$ cat config.mk
export PLATFORM = sky130hd
export DESIGN_NAME = fm_sweep_wb_master
export DESIGN_NICKNAME = d
export VERILOG_FILES = /design/src/rtl/fm_sweep_wb_master.sv
export SDC_FILE = /design/constraint.sdc
export NUM_CORES = 1
export LEC_CHECK = 0
export CAP_MARGIN = 25
export CORE_UTILIZATION = 49
export CTS_CLUSTER_SIZE = 30
export DETAILED_ROUTE_END_ITERATION = 16
export GPL_ROUTABILITY_DRIVEN = 0
export GPL_TIMING_DRIVEN = 1
export PLACE_DENSITY = 0.76
export SETUP_SLACK_MARGIN = 0.15
export SLEW_MARGIN = 20
export SYNTH_ARGS = -nofsm -noshare
export SYNTH_HDL_FRONTEND = slang
export SYNTH_SLANG_ARGS = --single-unit
$ cat constraint.sdc
create_clock -name i_clk -period 5.3 [get_ports i_clk]
set_clock_uncertainty 0.05 [all_clocks]
set_input_delay 0.53 -clock i_clk [delete_from_list [all_inputs] [get_ports i_clk]]
set_output_delay 0.53 -clock i_clk [all_outputs]
set_load 0.03 [all_outputs]
$ cat src/rtl/fm_sweep_wb_master.sv
// Wishbone pipelined master that sweeps the FM carrier-center-frequency register (address 0).
// Optional FM_SWEEP_READBACK_EN: read back and verify every written point.
module fm_sweep_wb_master #(
   parameter int unsigned ADDR_W  = 2,
   parameter int unsigned DWELL_W = 24,
   parameter int unsigned TIMEOUT = 15
) (
   input  logic               i_clk,
   input  logic               i_reset,
   input  logic               i_start,
   input  logic               i_abort,
   input  logic [31:0]        i_start_freq,
   input  logic [31:0]        i_step,
   input  logic [15:0]        i_count,
   input  logic [DWELL_W-1:0] i_dwell,
   output logic               o_busy,
   output logic               o_done,
   output logic               o_err,
   output logic               o_wb_cyc,
   output logic               o_wb_stb,
   output logic               o_wb_we,
   output logic [ADDR_W-1:0]  o_wb_addr,
   output logic [31:0]        o_wb_data,
   input  logic               i_wb_ack,
   input  logic               i_wb_stall,
   input  logic [31:0]        i_wb_data
);
   localparam int unsigned     TO_W    = $clog2(TIMEOUT + 1);
   localparam logic [TO_W-1:0] TO_LAST = TO_W'(TIMEOUT - 1);

   typedef enum logic [2:0] {
      S_IDLE, S_REQ, S_ACK, S_DWELL,
`ifdef FM_SWEEP_READBACK_EN
      S_RREQ, S_RACK,
`endif
      S_DONE
   } state_t;

   state_t             state;
   logic [31:0]        freq;
   logic [31:0]        step;
   logic [15:0]        remaining;
   logic [DWELL_W-1:0] dwell;
   logic [DWELL_W-1:0] dcnt;
   logic [TO_W-1:0]    tcnt;
   logic               abort_pend;
   logic               abort_any;

   assign abort_any = abort_pend | i_abort;
   assign o_wb_addr = '0;

`ifndef FM_SWEEP_READBACK_EN
   logic unused_rdata;
   assign unused_rdata = ^i_wb_data;
`endif

   // Sweep sequencer: one outstanding transaction, every output registered.
   always_ff @(posedge i_clk or posedge i_reset) begin
      if (i_reset) begin
         state      <= S_IDLE;
         freq       <= '0;
         step       <= '0;
         remaining  <= '0;
         dwell      <= '0;
         dcnt       <= '0;
         tcnt       <= '0;
         abort_pend <= 1'b0;
         o_busy     <= 1'b0;
         o_done     <= 1'b0;
         o_err      <= 1'b0;
         o_wb_cyc   <= 1'b0;
         o_wb_stb   <= 1'b0;
         o_wb_we    <= 1'b0;
         o_wb_data  <= '0;
      end else begin
         o_done <= 1'b0;
         case (state)
            S_IDLE: begin
               if (i_start && !i_abort) begin
                  freq       <= i_start_freq;
                  step       <= i_step;
                  remaining  <= i_count;
                  dwell      <= i_dwell;
                  o_err      <= 1'b0;
                  o_busy     <= 1'b1;
                  abort_pend <= 1'b0;
                  if (i_count == 16'd0) begin
                     state  <= S_DONE;
                     o_done <= 1'b1;
                  end else begin
                     state     <= S_REQ;
                     o_wb_cyc  <= 1'b1;
                     o_wb_stb  <= 1'b1;
                     o_wb_we   <= 1'b1;
                     o_wb_data <= i_start_freq;
                  end
               end
            end
            S_REQ: begin
               if (!i_wb_stall) begin
                  state    <= S_ACK;
                  o_wb_stb <= 1'b0;
                  tcnt     <= TO_W'(1);
                  if (i_abort) abort_pend <= 1'b1;
               end else if (abort_any) begin
                  state    <= S_DONE;
                  o_wb_cyc <= 1'b0;
                  o_wb_stb <= 1'b0;
                  o_wb_we  <= 1'b0;
                  o_done   <= 1'b1;
               end
            end
            S_ACK: begin
               if (i_wb_ack) begin
                  freq      <= freq + step;
                  remaining <= remaining - 16'd1;
`ifdef FM_SWEEP_READBACK_EN
                  if (abort_any) begin
                     state    <= S_DONE;
                     o_wb_cyc <= 1'b0;
                     o_wb_we  <= 1'b0;
                     o_done   <= 1'b1;
                  end else begin
                     state    <= S_RREQ;
                     o_wb_stb <= 1'b1;
                     o_wb_we  <= 1'b0;
                  end
`else
                  if (abort_any || remaining == 16'd1) begin
                     state    <= S_DONE;
                     o_wb_cyc <= 1'b0;
                     o_wb_we  <= 1'b0;
                     o_done   <= 1'b1;
                  end else if (dwell == '0) begin
                     state     <= S_REQ;
                     o_wb_stb  <= 1'b1;
                     o_wb_data <= freq + step;
                  end else begin
                     state    <= S_DWELL;
                     o_wb_cyc <= 1'b0;
                     o_wb_we  <= 1'b0;
                     dcnt     <= dwell;
                  end
`endif
               end else if (tcnt >= TO_LAST) begin
                  state    <= S_DONE;
                  o_wb_cyc <= 1'b0;
                  o_wb_we  <= 1'b0;
                  o_err    <= 1'b1;
                  o_done   <= 1'b1;
               end else begin
                  tcnt <= tcnt + TO_W'(1);
                  if (i_abort) abort_pend <= 1'b1;
               end
            end
`ifdef FM_SWEEP_READBACK_EN
            S_RREQ: begin
               if (!i_wb_stall) begin
                  state    <= S_RACK;
                  o_wb_stb <= 1'b0;
                  tcnt     <= TO_W'(1);
                  if (i_abort) abort_pend <= 1'b1;
               end else if (abort_any) begin
                  state    <= S_DONE;
                  o_wb_cyc <= 1'b0;
                  o_wb_stb <= 1'b0;
                  o_done   <= 1'b1;
               end
            end
            // o_wb_data still holds the value written for this point.
            S_RACK: begin
               if (i_wb_ack) begin
                  if (i_wb_data != o_wb_data || abort_any || remaining == 16'd0) begin
                     state    <= S_DONE;
                     o_wb_cyc <= 1'b0;
                     o_done   <= 1'b1;
                     if (i_wb_data != o_wb_data) o_err <= 1'b1;
                  end else if (dwell == '0) begin
                     state     <= S_REQ;
                     o_wb_stb  <= 1'b1;
                     o_wb_we   <= 1'b1;
                     o_wb_data <= freq;
                  end else begin
                     state    <= S_DWELL;
                     o_wb_cyc <= 1'b0;
                     dcnt     <= dwell;
                  end
               end else if (tcnt >= TO_LAST) begin
                  state    <= S_DONE;
                  o_wb_cyc <= 1'b0;
                  o_err    <= 1'b1;
                  o_done   <= 1'b1;
               end else begin
                  tcnt <= tcnt + TO_W'(1);
                  if (i_abort) abort_pend <= 1'b1;
               end
            end
`endif
            S_DWELL: begin
               if (abort_any) begin
                  state  <= S_DONE;
                  o_done <= 1'b1;
               end else if (dcnt == DWELL_W'(1)) begin
                  state     <= S_REQ;
                  o_wb_cyc  <= 1'b1;
                  o_wb_stb  <= 1'b1;
                  o_wb_we   <= 1'b1;
                  o_wb_data <= freq;
               end else begin
                  dcnt <= dcnt - DWELL_W'(1);
               end
            end
            S_DONE: begin
               state      <= S_IDLE;
               o_busy     <= 1'b0;
               abort_pend <= 1'b0;
            end
            default: state <= S_IDLE;
         endcase
      end
   end
endmodule

==> results.txt, run 1 <==
Biggest area consumer among synthesized cells -> dfrtp_1
Number of I/O pins -> 182
Power Density -> 712 mW/mm2
Initial drt markers -> 573
Largest net degree at the start of global routing -> 83
DRC violation count after routing -> 0
Worst-path clk slew -> 0.07 ns
Post-synthesis instance total -> 1188
Max transition margin -> 0.410
RSZ-0062 raised after global routing -> false
Resize count post-CTS -> 0
Worst Hold Class -> in2async
First drt pass iteration count -> 5
Area grow syn2layout -> 21.6%
CP Capture Type -> flop
Setup TNS Final -> 0 ns
Synth warn -> 0
Die W -> 148 um
Setup bufs post-CTS -> 0
Layout cell share with drive strength beyond 1 -> 0.101
Max clock buf depth -> 2
Top-area cell type share of the netlist area -> 0.414
First-pass GRT wire length -> 44.9 mm
Final period utilization -> 0.639
Critical Setup Path Class -> reg2reg
Nets -> 1474
Grt ovf -> 0
Area of the core -> 0.0210 mm2
Via Count -> 9358
Slew of the pin with the lowest slew margin -> 0.886 ns
GRT Resource Usage Total -> 0.257
Sequential-to-total area share from yosys stat -> 0.414
Initial core utilization -> 0.499
Critical R2R Launch -> freq[0]$_DFFE_PP0P_
Cell area after synthesis -> 0.0105 mm2
# setup viols final -> 0
Synth cell types -> 73
Std cell rows -> 53
Cts-stage hold buffer count -> 0
Hold Vio Cnt, Final -> 0
Crit path launch type -> flop
WL/cell -> 17.3 um
ANT cells -> 0
Maximum VDD drop -> 0.324 mV
EDFF count, synth -> 0
Seq cells post-synth -> 173
P_leak -> 0.00534 uW
Path depth of the worst reg2reg path -> 11
Die footprint -> 0.0219 mm2
Crit path required time -> 5.59 ns
Synth Flop Type -> dfrtp_1
CTS HTree Levels -> 4
Final wirelength -> 27.3 mm
R2R Path End -> o_wb_data[26]$_DFFE_PP0P_
Root Driver -> clkbuf_16
Ys async rst share -> 1.00
Syn_area_per_cell -> 8.80 um2
Worst EP arrival -> 3.68 ns
Post-route ant nets -> 0
Vias per cell -> 5.92
Vias in the first global route -> 9175
Worst-Skew Late Latency -> 0.44 ns
Final min period -> 3.39 ns
Fillcell total -> 1823
Final HPWL DP -> 19.2 mm
Fin util -> 0.607
CTS tree -> yes
Crit path max fanout -> 4
Max Slew Vio Count -> 0
Port buffer count -> 147
TritonCTS buffer count -> 17
Max Clk Rate -> 0.295 GHz
Die height -> 148 um
Synth top area cells -> dfrtp_1 41%, mux2_2 6.2%, a21oi_1 5.7%
Status -> finished, final reports clean
Initial antenna violation count -> 0
Register-to-register setup slack -> 1.91 ns
MaxCap Viol Count -> 0
Clk sinks -> 173
## through the flow
stage,cell area [um2],total power [uW],cells,hold WS (ns),setup slack [ns]
after global routing,12700,9790,1582,0.394,1.72
after global placement,12100,7550,1549,0.410,1.66
after CTS,12700,9040,1582,0.378,1.80
final,12700,9060,1582,0.364,1.91
after floorplan,10500,6390,1189,0.413,2.43
after detailed placement,12100,7730,1550,0.416,1.67
## layout make-up
class	instances	area, um2	share of cell area
Clock buffer	18	439	0.0345
Clock inverter	14	150	0.0118
Inverter	26	101	0.00797
Multi-Input combinational cell	914	5750	0.452
Sequential cell	173	4330	0.341
Tap cell	275	344	0.0271
Timing Repair Buffer	162	1600	0.126
## kinds of logic after synthesis
logic type      count (synthesis)  share of synthesized area
flops                         173                      0.414
other cells                     1                   0.000359
xor+xnor                       31                     0.0260
simple gates                  384                      0.170
buf+inv                       102                     0.0405
compound gates                386                      0.226
fa+ha+maj                      38                     0.0462
mux                            73                     0.0768
## worst max-delay path, cell delays in order, from the launching register on
cell and delay, ns:
dfrtp_1 0.40, ha_1 0.26, fa_1 0.42, a21o_1 0.19, a221o_1 0.42, a21oi_1 0.25, a31oi_2 0.18, a21oi_1 0.29
a21o_1 0.25, xnor2_1 0.18, mux2i_1 0.13, a221oi_2 0.27
## per-layer routing
metal,track usage,wire length [um]
met5,0,0
met4,0.0948,720
met3,0.0405,1440
met2,0.446,13400
met1,0.323,11700
## Yosys cell counts (all sizes together) (10+ instances only)
cell / count
xnor2: 21
o22ai: 12
a31oi: 22
nand4: 10
nor3: 34
a22oi: 12
nand2: 134
mux2i: 15
ha: 37
and3: 10
xor2: 10
a21o: 26
buf: 19
mux2: 58
nor4: 22
inv: 26
nor2: 111
o211ai: 13
dfrtp: 173
nand3: 26
o21ai: 126
a21oi: 120
clkbuf: 57
## power breakdown
part	switching, uW	total (uW)	internal (uW)
Combinational	3080	5250	2180
Clock	579	1260	679
Sequential	570	2550	1980
## flip-flops by register name, summed over array words and instances (netlist names)
signal / cells
o_busy: 1
tcnt: 4
state: 3
freq: 32
o_wb_we: 1
o_done: 1
abort_pend: 1
step: 32
remaining: 16
o_wb_stb: 1
o_err: 1
o_wb_data: 32
dcnt: 24
dwell: 24
## layout by cell type, fill, tap and decap left out, types with 5 or more instances in the layout
cell	count
nor2b_1	5
a21o_1	26
nor4_1	19
ha_1	37
nand2_1	133
o22ai_1	12
o21a_1	7
and3_1	10
dfrtp_1	172
o21ai_0	117
a22oi_1	12
a21boi_0	5
or3_1	6
clkdlybuf4s50_1	147
and2_1	6
inv_1	25
a21oi_1	119
xnor2_1	21
nor3_1	33
mux2_2	58
a31oi_1	20
mux2i_1	15
nor2_1	109
o211ai_1	13
nand3_1	26
nand4_1	10
buf_4	14
xor2_1	10
a211oi_1	6
clkbuf_16	17
o31ai_1	5
a221o_1	5
o21ai_1	5
## worst max-delay path by stage
stage,endpoint,from,cells past startpoint
finish,o_wb_data[26]$_DFFE_PP0P_,freq[0]$_DFFE_PP0P_,11
CTS,o_wb_data[25]$_DFFE_PP0P_,state[1]$_DFFE_PP0P_,7
global route,o_wb_data[26]$_DFFE_PP0P_,freq[0]$_DFFE_PP0P_,11
detailed placement,o_wb_data[26]$_DFFE_PP0P_,i_wb_ack,8
global placement,o_wb_data[26]$_DFFE_PP0P_,i_wb_ack,8
floorplan,o_wb_data[26]$_DFFE_PP0P_,freq[0]$_DFFE_PP0P_,11
Note: power is estimated with default switching activity, not from simulation.
==> inputs of run 2 (changes only) <==
--- a/config.mk
+++ b/config.mk
@@ -6,12 +6,12 @@
 export NUM_CORES = 1
 export LEC_CHECK = 0
 export CAP_MARGIN = 25
-export CORE_UTILIZATION = 49
+export CORE_UTILIZATION = 54
 export CTS_CLUSTER_SIZE = 30
 export DETAILED_ROUTE_END_ITERATION = 16
 export GPL_ROUTABILITY_DRIVEN = 0
 export GPL_TIMING_DRIVEN = 1
-export PLACE_DENSITY = 0.76
+export PLACE_DENSITY = 0.79
 export SETUP_SLACK_MARGIN = 0.15
 export SLEW_MARGIN = 20
 export SYNTH_ARGS = -nofsm -noshare
==> constraint.sdc (replaced) <==
create_clock -name i_clk -period 3.34 [get_ports i_clk]
set_clock_uncertainty 0.05 [all_clocks]
set_input_delay 0.334 -clock i_clk [delete_from_list [all_inputs] [get_ports i_clk]]
set_output_delay 0.334 -clock i_clk [all_outputs]
set_load 0.03 [all_outputs]
==> run 2 against run 1 <==
Compared with the run above:
- global-route usage is 2.3 points higher
- highest routed layer unchanged
- cell area is 1.5% higher
- critical path type unchanged
- register-to-register slack worse by 1.6 ns
- total power is 64% higher
- sequential power is 58% higher
- clock power is 63% higher
- via count is 2.1% higher
- core utilization is 7.9 points higher
- critical path depth stayed put
- hold slack worse by 0.059 ns
- die area is 9.1% lower
==> results.txt, run 2 (synthesis results as in run 1) <==
Status -> finished, final reports clean
CTS tree -> yes
Path depth of the worst reg2reg path -> 11 (unchanged)
Critical R2R Launch -> freq[4]$_DFFE_PP0P_
Sw Share -> 0.463 (-0.00362)
Total power -> 14800 uW (+64%)
# setup viols final -> 0 (unchanged)
Layout cell share with drive strength beyond 1 -> 0.118 (+0.0165)
Internal cell power -> 7960 uW (+65%)
Worst EP arrival -> 3.34 ns (-0.34 ns)
Cells along the critical path -> ha_1 -> o211ai_1 -> o211ai_1 -> a21boi_2 -> buf_4 -> a22o_4 -> o21ai_2 -> a31oi_4 -> xnor2_1 -> a221o_1 -> mux2_2
Final min period -> 3.07 ns (-0.320 ns)
Min setup slack post-route -> 0.270 ns (-1.64 ns)
Critical Setup Path Class -> reg2reg
Number of I/O pins -> 182 (unchanged)
MaxCap Viol Count -> 0 (unchanged)
Clk sinks -> 173 (unchanged)
Port buffer count -> 147 (unchanged)
Hold Vio Cnt, Final -> 0 (unchanged)
DR top layer -> met4
Area grow syn2layout -> 23.5%
RSZ-0062 raised after global routing -> false
Die W -> 141 um (-4.7%)
Metal-1 WL -> 12.3 mm (+4.7%)
Std cell rows -> 50 (-5.7%)
CP max-delay cell -> dfrtp_1
Max Clk Rate -> 0.326 GHz (+10%)
GRT Resource Usage Total -> 0.280 (+0.0227)
Pre-CTS setup slack -> 0.0997 ns (-1.57 ns)
Power Density -> 1150 mW/mm2 (+61%)
Largest net degree at the start of global routing -> 89 (+7.2%)
Max clock buf depth -> 2 (unchanged)
Maximum VDD drop -> 0.502 mV (+55%)
Vias per cell -> 6.05 (+2.3%)
Switching power -> 6860 uW (+62%)
Top cell by count, worst path -> o211ai_1
Nets -> 1487 (+0.88%)
Fillcell total -> 1470 (-19%)
Seq pwr share -> 0.273 (-0.008)
CP bufs+invs -> 1 (+1)
Die footprint -> 0.0199 mm2 (-9.1%)
Initial core utilization -> 0.555 (+0.0563)
Crit path launch type -> flop
Worst-path clk slew -> 0.07 ns (about the same)
Clock power frac -> 0.138 (about the same)
DRC violation count after routing -> 0 (unchanged)
P_leak -> 0.00543 uW (+1.7%)
Routed wl met3 -> 1.95 mm (+36%)
First-pass GRT wire length -> 44.4 mm (-1.1%)
Final HPWL DP -> 19.0 mm (-1.0%)
Worst Hold Class -> in2async
Vias in the first global route -> 8928 (-2.7%)
Grt ovf -> 0 (unchanged)
Crit path max fanout -> 5 (+1)
Worst hold margin -> 0.305 ns (-0.0588 ns)
Worst-Skew Late Latency -> 0.44 ns (about the same)
ANT cells -> 0 (unchanged)
First drt pass iteration count -> 6 (+1)
Post-route ant nets -> 0 (unchanged)
Commonest cells after routing, fill and taps aside -> 172 x dfrtp_1, 147 x clkdlybuf4s50_1, 133 x nand2_1
Initial antenna violation count -> 0 (unchanged)
CP Capture Type -> flop
Max transition margin -> 0.483 (+0.0730)
TritonCTS buffer count -> 17 (unchanged)
R2R Path End -> o_wb_data[29]$_DFFE_PP0P_
Initial drt markers -> 779 (+36%)
Met2 wire len -> 12.5 mm (-6.8%)
Biggest regs -> freq x32, o_wb_data x32, step x32
Commonest non-fill, non-tap cell in the layout -> dfrtp_1
Area of the core -> 0.0188 mm2 (-10%)
Via Count -> 9558 (+2.1%)
Register-to-register setup slack -> 0.27 ns (-1.64 ns)
Crit path required time -> 3.61 ns (-1.98 ns)
Final period utilization -> 0.919 (+0.280)
Slew of the pin with the lowest slew margin -> 0.774 ns (-0.111 ns)
Max Slew Vio Count -> 0 (unchanged)
CTS HTree Levels -> 4 (unchanged)
Top delay family on crit path -> compound AO/OA/AOI/OAI gates
Cts-stage hold buffer count -> 0 (unchanged)
Die height -> 141 um (-4.7%)
WL/cell -> 17.2 um (-0.44%)
Root Driver -> clkbuf_16
Combinational power share -> 0.589 (+0.009)
Max incr delay on CP -> 0.40 ns (-0.02 ns)
Final wirelength -> 27.2 mm (-0.63%)
Setup TNS Final -> 0 ns (unchanged)
==> run 2: power groups by stage <==
stage / sequential (uW) / combinational, uW / clock [uW]
final: 4040 / 8730 / 2050
after global routing: 4180 / 9580 / 2160
after CTS: 4020 / 8370 / 2080
after detailed placement: 4050 / 8280 / 0
after global placement: 4010 / 8080 / 0
after floorplan: 4170 / 5970 / 0
==> run 2: per-layer routing <==
metal  track usage  vias up
li1              -     4554
met1         0.395     4571
met2         0.448      391
met3        0.0428       42
met4        0.0755        0
met5             0        -
==> run 2: final cells by class <==
type	instances	area, um2	share of cell area
Clock inverter	12	151	0.0117
Inverter	26	101	0.00785
Tap cell	260	325	0.0252
Sequential cell	173	4330	0.336
Clock buffer	19	443	0.0343
Timing Repair Buffer	175	1730	0.134
Multi-Input combinational cell	914	5820	0.451
==> run 2: how the worst max path moves through the flow <==
stage,from,cells after the start,endpoint
global placement,freq[0]$_DFFE_PP0P_,11,o_wb_data[26]$_DFFE_PP0P_
floorplan,freq[0]$_DFFE_PP0P_,11,o_wb_data[26]$_DFFE_PP0P_
CTS,freq[0]$_DFFE_PP0P_,11,o_wb_data[26]$_DFFE_PP0P_
finish,freq[4]$_DFFE_PP0P_,11,o_wb_data[29]$_DFFE_PP0P_
global route,freq[9]$_DFFE_PP0P_,11,o_wb_data[30]$_DFFE_PP0P_
detailed placement,freq[0]$_DFFE_PP0P_,11,o_wb_data[26]$_DFFE_PP0P_
==> run 2: through the flow <==
stage,util,instances,instance area (um2)
floorplan,-,1189,10500
global placement,0.648,1543,12200
detailed placement,0.648,1543,12200
CTS,0.679,1574,12800
global route,0.685,1579,12900
finish,0.685,1579,12900
==> run 2: timing repair <==
item                                    4_1_cts  5_1_grt
setup buffers                                 0        5
gates resized for setup                       1       17
endpoints found under the hold margin         0        0
pin swaps                                     1        7
endpoints found under the setup margin        2       22
==> inputs of run 3 (changes only) <==
--- a/config.mk
+++ b/config.mk
@@ -13,6 +13,7 @@
 export GPL_TIMING_DRIVEN = 1
 export PLACE_DENSITY = 0.79
 export SETUP_SLACK_MARGIN = 0.15
+export SKIP_LAST_GASP = 1
 export SLEW_MARGIN = 20
 export SYNTH_ARGS = -nofsm -noshare
 export SYNTH_HDL_FRONTEND = slang
==> results of run 3 <==
The final DEF is identical to that of run 2; final timing and power are the same.
